## src/rtl/conv_1x1_accum_align_if.sv

```systemverilog
// Stream and status bundle between the 1x1 conv accumulator and its neighbours.
// The master drives the product stream and downstream ready; the slave is the accumulator.
interface conv_1x1_accum_align_if #(
    parameter int DATA_WIDTH = 16,
    parameter int FIFO_DEPTH = 256
);
    localparam int LVL_W = $clog2(FIFO_DEPTH) + 1;

    logic                         valid_in;
    logic signed [DATA_WIDTH-1:0] pxl_in;
    logic                         ready_in;
    logic signed [DATA_WIDTH-1:0] pxl_out;
    logic                         valid_out;
    logic [LVL_W-1:0]             fifo_level;
    logic                         overflow;
    logic                         frame_done;

    modport master (
        output valid_in, pxl_in, ready_in,
        input  pxl_out, valid_out, fifo_level, overflow, frame_done
    );

    modport slave (
        input  valid_in, pxl_in, ready_in,
        output pxl_out, valid_out, fifo_level, overflow, frame_done
    );
endinterface

```

## src/rtl/conv_1x1_accum_align.sv

```systemverilog
// Channel-in accumulator and output aligner for 1x1 convolution layers.
// Sums CHANNEL_NUM_IN products per (pixel, output channel), rounds, saturates,
// optionally applies ReLU and stride-2 decimation, and buffers results in a FIFO
// that only starts releasing once START_LEVEL words have accumulated.
// FIFO_DEPTH is expected to be a power of two, at least 2.
module conv_1x1_accum_align #(
    parameter int DATA_WIDTH      = 16,
    parameter int IMAGE_WIDTH     = 64,
    parameter int IMAGE_HEIGHT    = 64,
    parameter int CHANNEL_NUM_IN  = 64,
    parameter int CHANNEL_NUM_OUT = 128,
    parameter int STRIDE          = 1,
    parameter int FRAC_SHIFT      = 8,
    parameter int RELU            = 0,
    parameter int FIFO_DEPTH      = 256,
    parameter int START_LEVEL     = 256
) (
    input logic                   clk,
    input logic                   reset,
    conv_1x1_accum_align_if.slave bus
);
    localparam int CIN_W     = (CHANNEL_NUM_IN  > 1) ? $clog2(CHANNEL_NUM_IN)  : 1;
    localparam int COUT_W    = (CHANNEL_NUM_OUT > 1) ? $clog2(CHANNEL_NUM_OUT) : 1;
    localparam int COL_W     = (IMAGE_WIDTH     > 1) ? $clog2(IMAGE_WIDTH)     : 1;
    localparam int ROW_W     = (IMAGE_HEIGHT    > 1) ? $clog2(IMAGE_HEIGHT)    : 1;
    localparam int ACC_WIDTH = DATA_WIDTH + $clog2(CHANNEL_NUM_IN) + 1;
    // One extra bit so the rounding offset can never wrap the sum.
    localparam int RW        = ACC_WIDTH + 1;
    localparam int ADDR_W    = (FIFO_DEPTH > 1) ? $clog2(FIFO_DEPTH) : 1;
    localparam int LVL_W     = $clog2(FIFO_DEPTH) + 1;
    // Last row/column that survives decimation: the largest even index for stride 2.
    localparam int LAST_ROW  = (STRIDE == 2) ? ((IMAGE_HEIGHT - 1) / 2) * 2 : IMAGE_HEIGHT - 1;
    localparam int LAST_COL  = (STRIDE == 2) ? ((IMAGE_WIDTH  - 1) / 2) * 2 : IMAGE_WIDTH  - 1;
    localparam int RSH       = (FRAC_SHIFT > 0) ? FRAC_SHIFT - 1 : 0;

    localparam logic signed [RW-1:0] ROUND_ADD =
        (FRAC_SHIFT > 0) ? signed'(RW'(1) << RSH) : '0;
    localparam logic signed [RW-1:0] SAT_MAX =
        {{(RW-DATA_WIDTH+1){1'b0}}, {(DATA_WIDTH-1){1'b1}}};
    localparam logic signed [RW-1:0] SAT_MIN =
        {{(RW-DATA_WIDTH+1){1'b1}}, {(DATA_WIDTH-1){1'b0}}};

    logic [CIN_W-1:0]  cin;
    logic [COUT_W-1:0] cout;
    logic [COL_W-1:0]  col;
    logic [ROW_W-1:0]  row;
    logic              last_cin, last_cout, last_col, last_row;

    logic signed [ACC_WIDTH-1:0]  acc, pxl_ext, final_sum;
    logic signed [RW-1:0]         sum_wide, rounded, shifted;
    logic signed [DATA_WIDTH-1:0] sat_val, result;

    logic keep, kept, frame_last;

    logic signed [DATA_WIDTH-1:0] mem [FIFO_DEPTH];
    logic [ADDR_W-1:0]            wr_ptr, rd_ptr;
    logic [LVL_W-1:0]             level;
    logic                         full, empty, wr_en, rd_en, release_ok, released;

    logic signed [DATA_WIDTH-1:0] out_data;
    logic                         out_valid, overflow_flag, done_flag;

    assign last_cin  = (cin  == CIN_W'(CHANNEL_NUM_IN - 1));
    assign last_cout = (cout == COUT_W'(CHANNEL_NUM_OUT - 1));
    assign last_col  = (col  == COL_W'(IMAGE_WIDTH - 1));
    assign last_row  = (row  == ROW_W'(IMAGE_HEIGHT - 1));

    // Position counters: cin innermost, then cout, col, row; all wrap together at frame end.
    always_ff @(posedge clk) begin
        if (!reset) begin
            cin  <= '0;
            cout <= '0;
            col  <= '0;
            row  <= '0;
        end else if (bus.valid_in) begin
            cin <= last_cin ? '0 : cin + 1'b1;
            if (last_cin) begin
                cout <= last_cout ? '0 : cout + 1'b1;
                if (last_cout) begin
                    col <= last_col ? '0 : col + 1'b1;
                    if (last_col)
                        row <= last_row ? '0 : row + 1'b1;
                end
            end
        end
    end

    assign pxl_ext   = {{(ACC_WIDTH-DATA_WIDTH){bus.pxl_in[DATA_WIDTH-1]}}, bus.pxl_in};
    // The first channel loads rather than adds, so no separate clear is needed between sums.
    assign final_sum = (cin == '0) ? pxl_ext : acc + pxl_ext;

    // Running channel sum.
    always_ff @(posedge clk) begin
        if (!reset)
            acc <= '0;
        else if (bus.valid_in)
            acc <= final_sum;
    end

    // Round-half-up, arithmetic shift, saturate, optional ReLU.
    always_comb begin
        sum_wide = {final_sum[ACC_WIDTH-1], final_sum};
        rounded  = sum_wide + ROUND_ADD;
        shifted  = rounded >>> FRAC_SHIFT;
        if (shifted > SAT_MAX)
            sat_val = {1'b0, {(DATA_WIDTH-1){1'b1}}};
        else if (shifted < SAT_MIN)
            sat_val = {1'b1, {(DATA_WIDTH-1){1'b0}}};
        else
            sat_val = shifted[DATA_WIDTH-1:0];
        result = sat_val;
        if ((RELU != 0) && sat_val[DATA_WIDTH-1])
            result = '0;
    end

    assign keep       = (STRIDE != 2) || (!row[0] && !col[0]);
    assign kept       = bus.valid_in && last_cin && keep;
    assign frame_last = kept && last_cout &&
                        (row == ROW_W'(LAST_ROW)) && (col == COL_W'(LAST_COL));

    assign full       = (level == LVL_W'(FIFO_DEPTH));
    assign empty      = (level == '0);
    assign wr_en      = kept && !full;
    // Threshold is looked at combinationally so the first load follows the level edge directly.
    assign release_ok = released || (level >= LVL_W'(START_LEVEL));
    assign rd_en      = release_ok && !empty && (!out_valid || bus.ready_in);

    // Buffer storage; contents are don't-care until written, so no reset.
    always_ff @(posedge clk) begin
        if (wr_en)
            mem[wr_ptr] <= result;
    end

    // FIFO pointers, fill level, release latch and sticky overflow.
    always_ff @(posedge clk) begin
        if (!reset) begin
            wr_ptr        <= '0;
            rd_ptr        <= '0;
            level         <= '0;
            released      <= 1'b0;
            overflow_flag <= 1'b0;
            done_flag     <= 1'b0;
        end else begin
            if (wr_en)
                wr_ptr <= (wr_ptr == ADDR_W'(FIFO_DEPTH - 1)) ? '0 : wr_ptr + 1'b1;
            if (rd_en)
                rd_ptr <= (rd_ptr == ADDR_W'(FIFO_DEPTH - 1)) ? '0 : rd_ptr + 1'b1;
            case ({wr_en, rd_en})
                2'b10:   level <= level + 1'b1;
                2'b01:   level <= level - 1'b1;
                default: level <= level;
            endcase
            if (level >= LVL_W'(START_LEVEL))
                released <= 1'b1;
            if (kept && full)
                overflow_flag <= 1'b1;
            done_flag <= frame_last;
        end
    end

    // Output register: loads from the FIFO head, holds while stalled.
    always_ff @(posedge clk) begin
        if (!reset) begin
            out_data  <= '0;
            out_valid <= 1'b0;
        end else if (rd_en) begin
            out_data  <= mem[rd_ptr];
            out_valid <= 1'b1;
        end else if (out_valid && bus.ready_in) begin
            out_valid <= 1'b0;
        end
    end

    assign bus.pxl_out    = out_data;
    assign bus.valid_out  = out_valid;
    assign bus.fifo_level = level;
    assign bus.overflow   = overflow_flag;
    assign bus.frame_done = done_flag;
endmodule
```

## src/flat_wrapper.sv

```systemverilog
// flat-port wrapper written by rule: the top's interface ports become plain ports
module conv_1x1_accum_align_flat 
#(
    parameter int DATA_WIDTH      = 16,
    parameter int IMAGE_WIDTH     = 64,
    parameter int IMAGE_HEIGHT    = 64,
    parameter int CHANNEL_NUM_IN  = 64,
    parameter int CHANNEL_NUM_OUT = 128,
    parameter int STRIDE          = 1,
    parameter int FRAC_SHIFT      = 8,
    parameter int RELU            = 0,
    parameter int FIFO_DEPTH      = 256,
    parameter int START_LEVEL     = 256
)
  (clk, reset, bus_valid_in, bus_pxl_in, bus_ready_in, bus_pxl_out, bus_valid_out, bus_fifo_level, bus_overflow, bus_frame_done);
  conv_1x1_accum_align_if #(.DATA_WIDTH(DATA_WIDTH), .FIFO_DEPTH(FIFO_DEPTH)) bus_i ();
  input logic clk;
  input logic reset;
  input wire logic [$bits(bus_i.valid_in)-1:0] bus_valid_in;
  input wire logic [$bits(bus_i.pxl_in)-1:0] bus_pxl_in;
  input wire logic [$bits(bus_i.ready_in)-1:0] bus_ready_in;
  output wire logic [$bits(bus_i.pxl_out)-1:0] bus_pxl_out;
  output wire logic [$bits(bus_i.valid_out)-1:0] bus_valid_out;
  output wire logic [$bits(bus_i.fifo_level)-1:0] bus_fifo_level;
  output wire logic [$bits(bus_i.overflow)-1:0] bus_overflow;
  output wire logic [$bits(bus_i.frame_done)-1:0] bus_frame_done;
  assign bus_i.valid_in = bus_valid_in;
  assign bus_i.pxl_in = bus_pxl_in;
  assign bus_i.ready_in = bus_ready_in;
  assign bus_pxl_out = bus_i.pxl_out;
  assign bus_valid_out = bus_i.valid_out;
  assign bus_fifo_level = bus_i.fifo_level;
  assign bus_overflow = bus_i.overflow;
  assign bus_frame_done = bus_i.frame_done;
  conv_1x1_accum_align #(.DATA_WIDTH(DATA_WIDTH), .IMAGE_WIDTH(IMAGE_WIDTH), .IMAGE_HEIGHT(IMAGE_HEIGHT), .CHANNEL_NUM_IN(CHANNEL_NUM_IN), .CHANNEL_NUM_OUT(CHANNEL_NUM_OUT), .STRIDE(STRIDE), .FRAC_SHIFT(FRAC_SHIFT), .RELU(RELU), .FIFO_DEPTH(FIFO_DEPTH), .START_LEVEL(START_LEVEL)) u_core (.clk(clk), .reset(reset), .bus(bus_i));
endmodule
```

## config.mk

```make
export PLATFORM = sky130hd
export DESIGN_NAME = conv_1x1_accum_align_flat
export DESIGN_NICKNAME = d
export VERILOG_FILES = /design/src/rtl/conv_1x1_accum_align_if.sv /design/src/rtl/conv_1x1_accum_align.sv /design/src/flat_wrapper.sv
export SDC_FILE = /design/constraint.sdc
export NUM_CORES = 2
export LEC_CHECK = 0
export BUFFER_PORTS_ARGS = -buffer_cell sky130_fd_sc_hd__buf_4
export CAP_MARGIN = 20
export CORE_MARGIN = 3
export CORE_UTILIZATION = 35
export CTS_BUF_LIST = sky130_fd_sc_hd__clkbuf_16
export DETAILED_ROUTE_END_ITERATION = 16
export PLACE_DENSITY = 0.47
export SLEW_MARGIN = 20
export SYNTH_ARGS = -nofsm -noshare
export SYNTH_HDL_FRONTEND = slang
export SYNTH_SLANG_ARGS = --single-unit
```

## constraint.sdc

```tcl
create_clock -name clk -period 14.7 [get_ports clk]
set_clock_uncertainty 0.05 [all_clocks]
set_input_delay 1.47 -clock clk [delete_from_list [all_inputs] [get_ports clk]]
set_output_delay 1.47 -clock clk [all_outputs]
set_load 0.02 [all_outputs]
```

==> impl_metrics.toml <==
[run_status]
status = "completed"

[cts]
tritoncts_buffer_count = 444
cts.htree.levels = 5
clock_path_buffers = 4
clk_root_buffer_cell = "sky130_fd_sc_hd__clkbuf_16"
worst_setup_hold_path_clk_slew_ns = 0.06
ctsHoldBuffers = 0
cts.repair_timing.setup_buffer_count = 0
clock_sinks = 4189
cts.repair.resized = 0
cts_tree = "done"
clk-insertion-delay-late_ns = 0.98

[power_and_ir_drop]
clock_power_share = 0.424
power_per_cell_area_nw_per_um2 = 137
sequentialPowerShare = 0.539
internal-power_mw = 19.9
static-leakage-power_nw = 55.4
comb_power_share = 0.037
power_switching_mw = 5.52
vdd.ir_drop.worst_mv = 0.116
power.share.switching = 0.217

[synth]
synth.net_count = 6929
dominantRegCellSynth = "sky130_fd_sc_hd__edfxtp_1"
synth_sequential_area_ratio = 0.772
synth_area_per_cell_sq_um = 23.6
syn_area_sq_um = 162000
yosys_warns = 0
ys_types = 67
netlist_instances = 6866
synth-edff-count = 4096
netlist.area_leader.share = 0.760
async_flop_share = 0
synthesized_flop_and_latch_total = 4189
yosysTopAreaCell = "sky130_fd_sc_hd__edfxtp_1"
yosys-top-cells-area = "sky130_fd_sc_hd__edfxtp_1 (76%), sky130_fd_sc_hd__mux4_2 (19%), sky130_fd_sc_hd__dfxtp_1 (1.2%)"

[place]
placedCellCount = 13000
numPortBuffers = 47
dp.final_hpwl_mm = 252
place.gp.congestion = 0.800
placed_cell_area_sq_um = 172000

[hold_path]
hold_path_class = "reg -> reg"

[floorplanning]
chipHeight_microns = 686
effective_utilization_at_floorplan = 0.352
die_w_microns = 686
die_area_sq_um = 471000
core.rowCount = 249
core-area_sq_um = 460000
io_pins = 48

[cells_and_area]
mostFrequentLayoutCell = "sky130_fd_sc_hd__edfxtp_1"
area_delta_synth_final_pct = 15.0
layout.filler_cells = 40100
post_route_cells_drive_above_1_share = 0.326
most_frequent_cells_in_the_layout = "sky130_fd_sc_hd__edfxtp_1 (4096), sky130_fd_sc_hd__mux4_2 (1335), sky130_fd_sc_hd__clkbuf_16 (450)"
stdcell_area_sq_um = 186000
final_net_count = 7383
fin_cells = 13900

[drt]
wirelength_mm = 451
detail-route-antenna-nets = 0
post_drt_via_cell_ratio = 5.43
detailedRoute.firstIterationViolations = 7417
dr.pass1.iters = 5
drcViolationCount = 0
route.vias.total = 75200
wl_per_cell_microns = 32.6

[worst_setup_path]
start_kind = "input port"
path_max_fanout = 99
endpoint_kind = "flop"
cp_data_required_time_ns = 15.25
worst_setup_path_type = "in -> reg"
crit_arrival_ns = 7.92

[global_routing]
grt_start_max_net_pins = 209
gr-total-overflow = 0
overall_global_routing_usage = 0.190
grt_pass1_wl_mm = 630
number_of_antenna_violations_at_the_first_check_in_global_routing = 38
grt_pass1_vias = 77400

[timing]
timing.final.crit_share = 0.501
highest_achievable_clock_rate_mhz = 136
worst_slew_pin_slew_ns = 1.25
tns_ns = 0
slew_viol_final = 0
setup_violations = 0
hold_violations = 0
period_needed_ns = 7.37
grt_setup_unrepaired = "false"
relSlewSlack = 0.164

[run]
cap_viol_max_count = 0
==> synthesized netlist by cell type (10+ instances only) <==
cell	instances
sky130_fd_sc_hd__a21o_1	10
sky130_fd_sc_hd__nand3_1	35
sky130_fd_sc_hd__a221oi_1	11
sky130_fd_sc_hd__a31oi_1	14
sky130_fd_sc_hd__dfxtp_1	93
sky130_fd_sc_hd__inv_1	24
sky130_fd_sc_hd__mux2i_1	15
sky130_fd_sc_hd__a22o_1	12
sky130_fd_sc_hd__o21ai_0	51
sky130_fd_sc_hd__a211oi_1	20
sky130_fd_sc_hd__xnor2_1	29
sky130_fd_sc_hd__a21oi_1	60
sky130_fd_sc_hd__buf_1	121
sky130_fd_sc_hd__xor2_1	30
sky130_fd_sc_hd__nand4_1	15
sky130_fd_sc_hd__edfxtp_1	4096
sky130_fd_sc_hd__ha_1	41
sky130_fd_sc_hd__nor2b_1	15
sky130_fd_sc_hd__nor2_1	360
sky130_fd_sc_hd__buf_2	43
sky130_fd_sc_hd__mux4_2	1335
sky130_fd_sc_hd__clkbuf_1	211
sky130_fd_sc_hd__nor3_1	20
sky130_fd_sc_hd__nand2_1	92
sky130_fd_sc_hd__and3_1	16
==> power groups by stage <==
stage / sequential, mW / combinational [mW] / clock [mW]
global placement: 14.0 / 0.900 / 0
floorplan: 14.2 / 0.430 / 0
finish: 13.7 / 0.951 / 10.8
global route: 13.7 / 1.05 / 11.6
detailed placement: 14.0 / 0.969 / 0
CTS: 13.7 / 0.967 / 11.1
==> flip-flops by register name, summed over array words and instances, names as in the netlist <==
signal	flops
u_core.acc	23
u_core.bus.fifo_level	9
u_core.bus.frame_done	1
u_core.bus.overflow	1
u_core.bus.pxl_out	16
u_core.bus.valid_out	1
u_core.cin	6
u_core.col	6
u_core.cout	7
u_core.mem	4096
u_core.rd_ptr	8
u_core.released	1
u_core.row	6
u_core.wr_ptr	8
==> cell type report <==
type                       count  area (sq um)  area share
inverter                      25          93.8    0.000504
clock inverter               369          2770      0.0149
antenna                       15          37.5    0.000202
sequential                  4189        125000       0.671
clock buffer                 450         11300      0.0605
timing repair buffer         385          3180      0.0171
multi-input combinational   2275         36200       0.195
tap                         6149          7690      0.0413
==> cells by family after synthesis <==
logic type                 after synthesis  synth area share
AOI/OAI and AO/OA                      224           0.00900
DFF                                   4189             0.772
xor gates and xnor gates                59           0.00319
buffers and inverters                  402           0.00975
adders and majority gates               43           0.00342
and+or+nand+nor                        593            0.0159
muxes                                 1356             0.187
==> final timing paths <==
path,startpoint,slack (ns),to,cells after the start
min,u_core.cout[1],0.42,u_core.cout[1],2
max reg2reg,u_core.acc[0],7.57,u_core.mem[94][12],16
max,bus_pxl_in[0],7.33,u_core.mem[94][12],17
min reg2reg,u_core.cout[1],0.42,u_core.cout[1],2
==> stage by stage <==
step	hold WS, ns	setup slack (ns)	power [mW]	util
after floorplan	0.385	1.93	14.7	-
after global placement	0.399	6.69	14.9	0.374
after detailed placement	0.410	6.41	14.9	0.374
after CTS	0.419	7.46	25.7	0.404
after global routing	0.436	6.85	26.3	0.404
final	0.418	7.33	25.4	0.404
==> critical path: stages <==
cell	delay [ns]
sky130_fd_sc_hd__buf_4	0.09
sky130_fd_sc_hd__ha_1	0.19
sky130_fd_sc_hd__inv_1	0.06
sky130_fd_sc_hd__fa_1	0.39
sky130_fd_sc_hd__nand2b_1	0.21
sky130_fd_sc_hd__a211o_2	0.41
sky130_fd_sc_hd__nand3_1	0.10
sky130_fd_sc_hd__nor4b_1	0.43
sky130_fd_sc_hd__a32oi_1	0.19
sky130_fd_sc_hd__a211oi_1	0.32
sky130_fd_sc_hd__nand4_1	0.36
sky130_fd_sc_hd__nor4_1	0.75
sky130_fd_sc_hd__xnor2_1	0.23
sky130_fd_sc_hd__o22ai_4	0.15
sky130_fd_sc_hd__buf_4	0.65
sky130_fd_sc_hd__buf_4	0.79
sky130_fd_sc_hd__buf_4	0.86
==> per-layer routing <==
metal,vias up,GRT usage,part of all wire
met3,505,0.0348,0.063
li1,30400,-,-
met5,-,0,0
met4,0,0.0392,0.021
met2,2290,0.312,0.49
met1,42000,0.267,0.43
(Power assumes the default switching activity.)
